### src/rtl/wall_renderer.sv
// Per-pixel wall renderer: looks up the current column's trace and colours the scanline
// as ceiling, wall or floor, with syncs delayed to match the two-stage colour pipeline.
module wall_renderer #(
  parameter int         H_VIEW    = 640,
  parameter int         V_VIEW    = 480,
  parameter int         HORIZON   = 240,
  parameter int         MAX_HALF  = 240,
  parameter logic [5:0] C_CEIL    = 6'b000001,
  parameter logic [5:0] C_FLOOR   = 6'b010101,
  parameter logic [5:0] C_WALL_EW = 6'b100000,
  parameter logic [5:0] C_WALL_NS = 6'b110000
) (
  input  logic       clk,
  input  logic       reset,
  input  logic [9:0] h,
  input  logic [9:0] v,
  input  logic       visible,
  input  logic       hsync_in,
  input  logic       vsync_in,
  output logic       tb_cs,
  output logic       tb_oe,
  output logic       tb_we,
  output logic [9:0] tb_column,
  input  logic [7:0] tb_height,
  input  logic       tb_side,
  output logic [5:0] rgb,
  output logic       hsync_out,
  output logic       vsync_out,
  output logic       tb_free
);

  typedef enum logic {RELEASED, ACTIVE} state_t;

  state_t     r_state;
  logic       r_free;
  logic [9:0] r_col;
  logic [9:0] r_v_p1;
  logic       r_vis_p1;
  logic       r_hs_p1;
  logic       r_vs_p1;
  logic [5:0] r_rgb_p2;
  logic       r_hs_p2;
  logic       r_vs_p2;

  logic       w_frame_start;
  logic       w_frame_end;
  logic       w_active;
  logic       w_col_ok;

  function automatic logic [5:0] pixel_colour(input logic [9:0] vv, input logic vis,
                                              input logic [7:0] ht, input logic sd);
    logic [9:0] hh;
    logic [9:0] top;
    logic [9:0] bot;
    hh  = ({2'b00, ht} > MAX_HALF[9:0]) ? MAX_HALF[9:0] : {2'b00, ht};
    top = HORIZON[9:0] - hh;
    bot = HORIZON[9:0] + hh;
    if (!vis)                         pixel_colour = 6'd0;
    else if (vv >= top && vv < bot)   pixel_colour = sd ? C_WALL_NS : C_WALL_EW;
    else if (vv < HORIZON[9:0])       pixel_colour = C_CEIL;
    else                              pixel_colour = C_FLOOR;
  endfunction

  // The frame-start sample is already rendered as owned, before the state register catches up.
  assign w_frame_start = (v == 10'd0) && (h == 10'd0);
  assign w_frame_end   = (v == V_VIEW[9:0]) && (h == 10'd0);
  assign w_active      = (r_state == ACTIVE) || w_frame_start;
  assign w_col_ok      = visible && (h < H_VIEW[9:0]);

  assign tb_cs     = w_active && (visible || r_vis_p1);
  assign tb_oe     = tb_cs;
  assign tb_we     = 1'b0;
  assign tb_column = w_col_ok ? h : r_col;
  assign tb_free   = r_free;
  assign rgb       = r_rgb_p2;
  assign hsync_out = r_hs_p2;
  assign vsync_out = r_vs_p2;

  always_ff @(posedge clk or posedge reset) begin
    if (reset) begin
      r_state <= RELEASED;
      r_free  <= 1'b1;
    end else begin
      case (r_state)
        RELEASED: if (w_frame_start) begin
          r_state <= ACTIVE;
          r_free  <= 1'b0;
        end
        ACTIVE: if (w_frame_end) begin
          r_state <= RELEASED;
          r_free  <= 1'b1;
        end
        default: begin
          r_state <= RELEASED;
          r_free  <= 1'b1;
        end
      endcase
    end
  end

  always_ff @(posedge clk or posedge reset) begin
    if (reset) r_col <= 10'd0;
    else if (w_col_ok) r_col <= h;
  end

  // Stage 1: align position and syncs with the trace buffer's registered read
  always_ff @(posedge clk or posedge reset) begin
    if (reset) begin
      r_v_p1   <= 10'd0;
      r_vis_p1 <= 1'b0;
      r_hs_p1  <= 1'b0;
      r_vs_p1  <= 1'b0;
    end else begin
      r_v_p1   <= v;
      r_vis_p1 <= visible && w_active;
      r_hs_p1  <= hsync_in;
      r_vs_p1  <= vsync_in;
    end
  end

  // Stage 2: colour decision and output registers
  always_ff @(posedge clk or posedge reset) begin
    if (reset) begin
      r_rgb_p2 <= 6'd0;
      r_hs_p2  <= 1'b1;
      r_vs_p2  <= 1'b1;
    end else begin
      r_rgb_p2 <= pixel_colour(r_v_p1, r_vis_p1, tb_height, tb_side);
      r_hs_p2  <= r_hs_p1;
      r_vs_p2  <= r_vs_p1;
    end
  end

endmodule
### config.mk
export PLATFORM = sky130hd
export DESIGN_NAME = wall_renderer
export DESIGN_NICKNAME = d
export VERILOG_FILES = /design/src/rtl/wall_renderer.sv
export SDC_FILE = /design/constraint.sdc
export NUM_CORES = 1
export LEC_CHECK = 0
export CORE_AREA = 2 2 74 76
export DETAILED_ROUTE_END_ITERATION = 10
export DIE_AREA = 0 0 76 78
export GPL_TIMING_DRIVEN = 0
export PLACE_DENSITY = 0.67
export SYNTH_ARGS = -nofsm -noshare
export SYNTH_HDL_FRONTEND = slang
export SYNTH_SLANG_ARGS = --single-unit
### constraint.sdc
create_clock -name clk -period 2.55 [get_ports clk]
set_input_delay 0.765 -clock clk [delete_from_list [all_inputs] [get_ports clk]]
set_output_delay 0.765 -clock clk [all_outputs]
set_load 0.005 [all_outputs]
; ---- After elaboration in Yosys (flattened, before gate mapping)
; Cells that the tools add are included.
; W data, S select, Z words.
[totals]
inputBits = 34
regBits = 33
romBits = 0
n_memories = 0
latchBits = 0
ramBits = 0
[classes]
add_sub_neg = 2
n_shift = 0
div_mod_pow = 0
mul = 0
order_cmp = 5
n_reduce_logical = 11
n_eq_ne = 3
n_bitwise = 1
muxes = 12
[op_table]
columns = operator, count
row1 = $logic_not A10 Y1, 2
row2 = $mux W6, 2
row3 = $eq A10 B9 Y1 const B, 1
row4 = $ge A10 B10 Y1, 1
row5 = $lt A10 B10 Y1 const B, 1
row6 = $lt A10 B8 Y1 const B, 1
row7 = $lt A10 B9 Y1, 1
row8 = $mux W10, 1
row9 = $mux W5, 2
row10 = $add A8 B8 Y9 const A, 1
row11 = $sub A8 B8 Y9 const A, 1
row12 = $gt A8 B8 Y1 const B, 1
row13 = $mux W8, 1
row14 = $logic_and A1 B1 Y1, 6
row15 = $mux W1, 4
row16 = $pmux W1 S2, 2
row17 = $logic_or A1 B1 Y1, 2
row18 = $ne A2 B1 Y1 const B, 1
row19 = $ne A2 B2 Y1 const B, 1
row20 = $reduce_and A2 Y1, 1
row21 = $not A1 Y1, 1

; ---- Longest topological paths before layout
; Gate-level depths: netlist (run 1).
[depth]
word_depth = 7
mapped_depth = 13
ltp_nobuf = 13

; ---- Worst setup path after synthesis (run 1)
; OpenSTA, ideal clock, no wires.
[synth_path]
kind = input -> register
startpoint = in tb_height[4]
endpoint = reg r_rgb_p2[4], in the netlist rgb[4]
path_stages = 13
slack_ps = -356
n_path_buf = 0
arrival_time_ps = 2827
cell_sequence = ha_1 -> nand3_1 -> nand2_1 -> ha_1 -> nand2_1 -> o21bai_1 -> a31oi_1 -> ha_1 -> nand3_1 -> nor2_1 -> nand3_1 -> a311oi_2 -> mux2i_1
[synth_via]
elab_chain_cells = 7
[synth_rtl]
columns = element, line
row1 = start: declaration, 24  ; input logic [7:0] tb_height,
row2 = $gt A8 B8 Y1, 55  ; hh = ({2'b00, ht} > MAX_HALF[9:0]) ? MAX_HALF[9:0] : {2'b00, ht};
row3 = $mux W8 (*), 55
row4 = $sub A8 B8 Y9 or $add A8 B8 Y9 (tied branches), "56, 57"
row5 = $ge A10 B10 Y1 or $lt A10 B9 Y1 (tied branches), 59  ; else if (vv >= top && vv < bot) pixel_colour = sd ? C_WALL_NS : C_WALL_EW;
row6 = $logic_and A1 B1 Y1 (*), 59
row7 = $mux W6 (*), 59
row8 = $mux W6 (*), 58  ; if (!vis) pixel_colour = 6'd0;
row9 = end signal: assignment, 128  ; r_rgb_p2 <= pixel_colour(r_v_p1, r_vis_p1, tb_height, tb_side);
row10 = end: declaration, 41  ; logic [5:0] r_rgb_p2;
; Mark *: on every way between the ends. The rest lies on a longest branch, timed or not.
; A chain may end at the register's enable or synchronous reset.

; ---- Worst setup path in the final report (run 1)
[layout_path]
startpoint = in tb_height[5]
endpoint = reg r_rgb_p2[0], in the netlist rgb[0]
; Same word-level chain as after synthesis.

==> results of run 1 <==
==> worst max-delay path, stage by stage <==
cell	delay, ns
buf_8	0.10
ha_4	0.16
nand3_4	0.09
nand2_4	0.07
ha_4	0.19
nand2_2	0.06
o21bai_1	0.10
a31oi_1	0.12
ha_1	0.32
nand3_1	0.07
nor2_1	0.12
nand3_2	0.11
a311oi_4	0.40
buf_4	0.17
nor2b_1	0.03
==> power by group through the flow <==
stage / Clock, W / Combinational [W] / Sequential, W
floorplan: 0 / 0.000142 / 0.000545
global placement: 0 / 0.000276 / 0.000548
detailed placement: 0 / 0.000280 / 0.000548
CTS: 0.000423 / 0.000280 / 0.000541
global route: 0.000444 / 0.000335 / 0.000545
finish: 0.000409 / 0.000299 / 0.000542
==> cells in the mapped netlist <==
master	number	area share [%]
a211oi_1	1	0.43
a211oi_2	1	0.72
a21o_1	3	1.3
a21oi_1	11	3.2
a311oi_2	1	0.87
a31oi_1	1	0.36
and2_1	1	0.36
and3_1	2	0.72
and4_1	2	1.0
buf_2	1	0.29
buf_4	4	1.7
conb_1	1	0.22
dfrtp_1	28	40
dfstp_2	3	4.5
ha_1	22	16
inv_1	7	1.5
mux2_2	9	5.8
mux2i_1	2	1.2
nand2_1	13	2.8
nand2b_1	1	0.36
nand3_1	6	1.7
nand4_1	3	1.1
nand4b_1	1	0.51
nor2_1	12	2.6
nor2b_1	3	1.1
nor3_1	1	0.29
nor3b_1	1	0.43
nor4_1	4	1.4
o2111ai_1	1	0.51
o211ai_1	1	0.43
o21ai_0	7	2.0
o21ai_2	1	0.51
o21bai_1	1	0.43
o31ai_1	3	1.3
or4_1	1	0.43
xnor2_1	3	1.5
==> what timing repair did <==
| item | CTS | global route |
|---|---|---|
| pin swaps | 19 | 17 |
| endpoints found under the setup margin | 16 | 15 |
| gates resized for setup | 159 | 32 |
| setup buffers | 13 | 2 |
| endpoints found under the hold margin | 0 | 0 |
==> through the flow <==
| stage | hold slack (ns) | util (%) | setup WS [ns] |
|---|---|---|---|
| after floorplan | 0.3330 | - | -0.09157 |
| after global routing | 0.3616 | 52.63 | -0.2861 |
| after global placement | 0.3372 | 47.62 | -1.102 |
| after detailed placement | 0.3384 | 47.62 | -1.168 |
| final | 0.3553 | 52.63 | -0.1569 |
| after CTS | 0.3589 | 51.14 | -0.1760 |
==> layout make-up <==
| cell class | count | share of cell area [%] |
|---|---|---|
| clock buffer | 8 | 3.772 |
| tap | 70 | 3.300 |
| multi-input combinational | 122 | 40.97 |
| sequential | 31 | 29.37 |
| inverter | 7 | 0.9901 |
| timing repair buffer | 65 | 20.04 |
| buffer | 5 | 1.556 |
==> final timing paths <==
check                                  start   endpoint  slack, ns  cells after the start
worst max-delay path            tb_height[5]     rgb[0]      -0.16                     15
max in group asynchronous              reset   r_vis_p1       0.82                      2
worst max register to register     r_v_p1[7]     rgb[0]       0.64                      7
worst min register to register       r_vs_p1  vsync_out       0.36                      0
worst min-delay path                 r_vs_p1  vsync_out       0.36                      0
min in group asynchronous              reset   r_col[5]       1.06                      2
==> routing by layer <==
metal / GRT usage, % / share of wire [%] / wire [um] / vias to the layer above
met5: 0 / 0 / 0 / -
met1: 17.32 / 44 / 1726 / 687
met4: 4.364 / 1.4 / 55 / 0
li1: - / - / - / 741
met3: 5.465 / 9.6 / 375 / 7
met2: 23.39 / 45 / 1750 / 61
==> logic make-up (layout without fill, tap and decap cells) <==
kind of cell / after synthesis / after routing / synth area share, %
buffers and inverters: 12 / 85 / 3.535
muxes: 11 / 11 / 6.999
adders and majority gates: 22 / 22 / 15.87
and+or+nand+nor: 51 / 51 / 14.86
AOI/OAI and AO/OA: 32 / 32 / 12.05
xor gates and xnor gates: 3 / 3 / 1.515
other: 1 / 3 / 0.2162
DFF: 31 / 31 / 44.95
==> results_dict.tcl, run 1 <==
set metrics [dict create \
    comb_power_share_pct 23.9 \
    crit_fanout 6 \
    placed_area_sq_um 2401 \
    cts_tree "built" \
    portBuffers 51 \
    clock_latency_ns 0.27 \
    grt_use_total_pct 14.22 \
    rsz0062_at_grt "true" \
    worst_slew_pin_slew_ns 1.093 \
    crit_path_end_kind "flop" \
    antenna_found_initial 0 \
    grt_max_degree 32 \
    start_util_pct 34.39 \
    cts_sinks 31 \
    firstDrtPassIters 4 \
    required_ns 2.71 \
    drcViolationCount 0 \
    die_h_um 78 \
    p_sw_share_pct 25.03 \
    first_global_vias 1520 \
    p_leak_nw 1.246 \
    cts_max_path_buffers 2 \
    drt_iter0_markers 29 \
    fin_crit_sh_pct 106.2 \
    p_int_w 0.0009364 \
    clockRootBuffer "clkbuf_8" \
    total_power_w 0.001249 \
    setup_tns_ns -0.5192 \
    syn2layout_area_growth_pct 53.03 \
    vias_per_cell 4.857 \
    min_path_type "flop to flop" \
    grt_overflow_total 0 \
    slew_headroom_pct 27.02 \
    place.gp.congestion 0.8252 \
    synth.avg_cell_area_sq_um 10.64 \
    outcome "finished with violations" \
    ys_ff_latch 31 \
    criticalPathCategory "primary input to flop" \
    nFillCells 470 \
    fp.dieW_um 76 \
    layout-drive-gt1-share_pct 39.08 \
    setup_viol 6 \
    synth_area_sq_um 1734 \
    antenna_cells 0 \
    hpwl_um 2829 \
    grt_pass1_wl_um 6879 \
    finalCriticalPeriod_ns 2.707 \
    ir_drop_mv 0.3474 \
    num_rows 26 \
    vias 1496 \
    cts-buffers-inserted 5 \
    p_seq_share_pct 43.4 \
    die_area_sq_um 5928 \
    final-seq-area_sq_um 779.5 \
    core_sq_um 5042 \
    start_kind "primary input" \
    seq_area_frac_synth_pct 44.95 \
    finalNonFillerCells 308 \
    cts_hold_buf 0 \
    clock.fmax_ghz 0.3694 \
    layout_setup_ws_ns -0.1569 \
    clkPwrFrac_pct 32.7 \
    fin_skew_ns 0.002972 \
    ioPinCount 56 \
    power.density_nw_per_um2 470.7 \
    final_area_sq_um 2654 \
    ant_nets 0 \
    layout_commonest_cell "dfrtp_1" \
    wl_um 3908 \
    synthCells 163 \
    hold_violations 0 \
    cts-htree-levels 2 \
    dp.cells 286 \
    p_sw_w 0.0003127 \
    clkTransAtPathRegs_ns 0.06 \
    fin_nets 293 \
    cp_data_arrival_time_ns 2.87 \
    violations "setup timing" \
    multiInputGateArea_sq_um 1087 \
    drv_slew 0 \
    avgRoutedWirePerCell_um 12.69 \
    final_cell_mix "dfrtp_1 (28), ha_1 (20), buf_2 (18)" \
    synthDistinctLibCells 36 \
    drv_cap 0 \
    yosys_warnings 0 \
]
Note: power is estimated with default switching activity, not from simulation.
==> run 2: changes to the inputs <==
--- a/config.mk
+++ b/config.mk
@@ -10,6 +10,7 @@
 export DIE_AREA = 0 0 76 78
 export GPL_TIMING_DRIVEN = 0
 export PLACE_DENSITY = 0.67
+export SKIP_LAST_GASP = 1
 export SYNTH_ARGS = -nofsm -noshare
 export SYNTH_HDL_FRONTEND = slang
 export SYNTH_SLANG_ARGS = --single-unit
==> constraint.sdc (replaced) <==
create_clock -name clk -period 2.8 [get_ports clk]
set_input_delay 0.84 -clock clk [delete_from_list [all_inputs] [get_ports clk]]
set_output_delay 0.84 -clock clk [all_outputs]
set_load 0.005 [all_outputs]
==> run 2 against run 1 <==
Against the previous run:
- the run still ends with setup timing left
- register-to-register slack improved by 0.29 ns
- sequential cell count is the same
- power down 3.4%
- critical path depth is 8 lower
- sequential power shrank 8.9%
- combinational power decreased by 11%
- final cell count rose by 1.6%
- first-iteration DRC count fell by 6.9%
- non-clock buffer count rose by 5
- worst setup slack improved by 0.13 ns
- sequential share of layout area down 0.50 points
- core utilization rose by 0.92 points
- critical path type is now primary input to output port
- critical endpoint is now tb_oe
- largest power group unchanged
==> results_dict.tcl, run 2 (synthesis results as in run 1) <==
set metrics [dict create \
    r2r-start "r_v_p1[7]" \
    cp_data_arrival_time_ns 1.98 \
    slew_headroom_pct 23.94 \
    syn2layout_area_growth_pct 55.70 \
    p_leak_nw 1.250 \
    drv_cap 0 \
    layout_commonest_cell "dfrtp_1" \
    whs_path_depth 0 \
    die_h_um 78 \
    portBuffers 51 \
    cts_sinks 31 \
    fin_util_pct 53.55 \
    violations "setup timing" \
    vias 1518 \
    vias_per_cell 4.850 \
    worst_slew_pin_slew_ns 1.140 \
    criticalPathCategory "primary input to output port" \
    min_path_type "flop to flop" \
    fin_nets 298 \
    die_area_sq_um 5928 \
    antenna_cells 0 \
    fin_crit_sh_pct 100.9 \
    grt_use_total_pct 14.11 \
    crit_fanout 3 \
    startpoint "v[6]" \
    clock_latency_ns 0.28 \
    clockRootBuffer "clkbuf_8" \
    num_rows 26 \
    required_ns 1.96 \
    grt_pass1_wl_um 6782 \
    r2r_slack_ns 0.93 \
    antenna_found_initial 0 \
    final_cell_mix "dfrtp_1 (28), buf_4 (22), ha_1 (20)" \
    rsz0062_at_grt "true" \
    fin_skew_ns 0.006321 \
    power.density_nw_per_um2 446.9 \
    worst_hold_path.endpoint "hsync_out" \
    ioPinCount 56 \
    drt_iter0_markers 27 \
    layout_setup_ws_ns -0.02409 \
    finalCriticalPeriod_ns 2.824 \
    hpwl_um 2887 \
    grt_overflow_total 0 \
    cts_max_path_buffers 2 \
    wl_um 4127 \
    fp.dieW_um 76 \
    firstDrtPassIters 4 \
    grt_max_degree 32 \
    setup_tns_ns -0.02409 \
    setup_viol 1 \
    r2r-end "rgb[4]" \
    first_global_vias 1593 \
    clkTransAtPathRegs_ns 0.06 \
    drcViolationCount 0 \
    crit_path_end_kind "output port" \
    avgRoutedWirePerCell_um 13.19 \
    core_sq_um 5042 \
    min_from "r_hs_p1" \
    drv_slew 0 \
    total_power_w 0.001207 \
    clock.fmax_ghz 0.3541 \
    outcome "finished with violations" \
    start_kind "primary input" \
    ir_drop_mv 0.6342 \
    ff2ff_path_depth 6 \
    start_util_pct 34.39 \
    nFillCells 472 \
    place.gp.congestion 0.8151 \
    hold_violations 0 \
    cts_tree "built" \
    cts-htree-levels 2 \
    cts-buffers-inserted 5 \
    layout-drive-gt1-share_pct 38.68 \
    ant_nets 0 \
]
[run 2: changes by cell type in the layout (fill, tap and decap cells not counted), moves of 2 or more]
cell and delta:
buf_2 -8, clkbuf_2 +7, mux2_2 +7, mux2_4 -7, buf_6 -6, buf_4 +5
clkdlybuf4s15_1 +2, dlygate4sd2_1 +2, nor2_2 -2, nor2_4 +2
[run 2: through the flow]
stage / area (sq um) / worst slack (ns) / hold WS [ns] / instances
after detailed placement: 2382 / -1.000 / 0.3440 / 286
after floorplan: 1784 / 0.02017 / 0.3330 / 165
after CTS: 2618 / -0.08418 / 0.3589 / 305
after global routing: 2700 / -0.1153 / 0.3606 / 313
final: 2700 / -0.02409 / 0.3547 / 313
after global placement: 2382 / -1.010 / 0.3368 / 286
[run 2: worst max path at each step]
stage               endpoint  slack, ns  cells after the start
floorplan             rgb[4]       0.02                     13
global placement      rgb[4]      -1.01                     14
detailed placement    rgb[4]      -1.00                     14
CTS                    tb_oe      -0.08                      8
global route           tb_oe      -0.12                      8
finish                 tb_oe      -0.02                      7
[run 2: final cells by class]
type                            count  area [sq um]  area share, %
Timing Repair Buffer               70         585.6          21.69
Multi-Input combinational cell    122          1069          39.57
Tap cell                           70         87.58          3.244
Inverter                            7         26.28         0.9731
Clock inverter                      2         35.03          1.297
Buffer                              5         35.03          1.297
Sequential cell                    31         779.5          28.87
Clock buffer                        6         82.58          3.058
[run 2: critical path, stage by stage]
cell and delay (ns):
buf_2 0.12, or4_4 0.55, nor2_4 0.12, nor2_4 0.05, nor2_2 0.12, buf_4 0.12
buf_6 0.08
[run 2: repair_timing]
action / 4_1_cts / 5_1_grt
hold buffers: 0 / 0
gates cloned: 0 / 0
setup endpoints to repair: 16 / 14
setup buffers: 11 / 8
pin swaps: 20 / 10
gates resized for setup: 120 / 45
[run 2: layer usage]
layer	track usage [%]	wire length [um]	vias up
li1	-	-	743
met1	16.36	1780	716
met2	24.11	1969	54
met3	4.884	315	5
met4	5.455	61	0
met5	0	0	-
[run 2: power by group]
part	switching [W]	internal (W)	total (W)
clock	0.000159	0.000287	0.000447
combinational	0.000123	0.000143	0.000266
sequential	0.0000136	0.000480	0.000494
total	0.000296	0.000911	0.00121
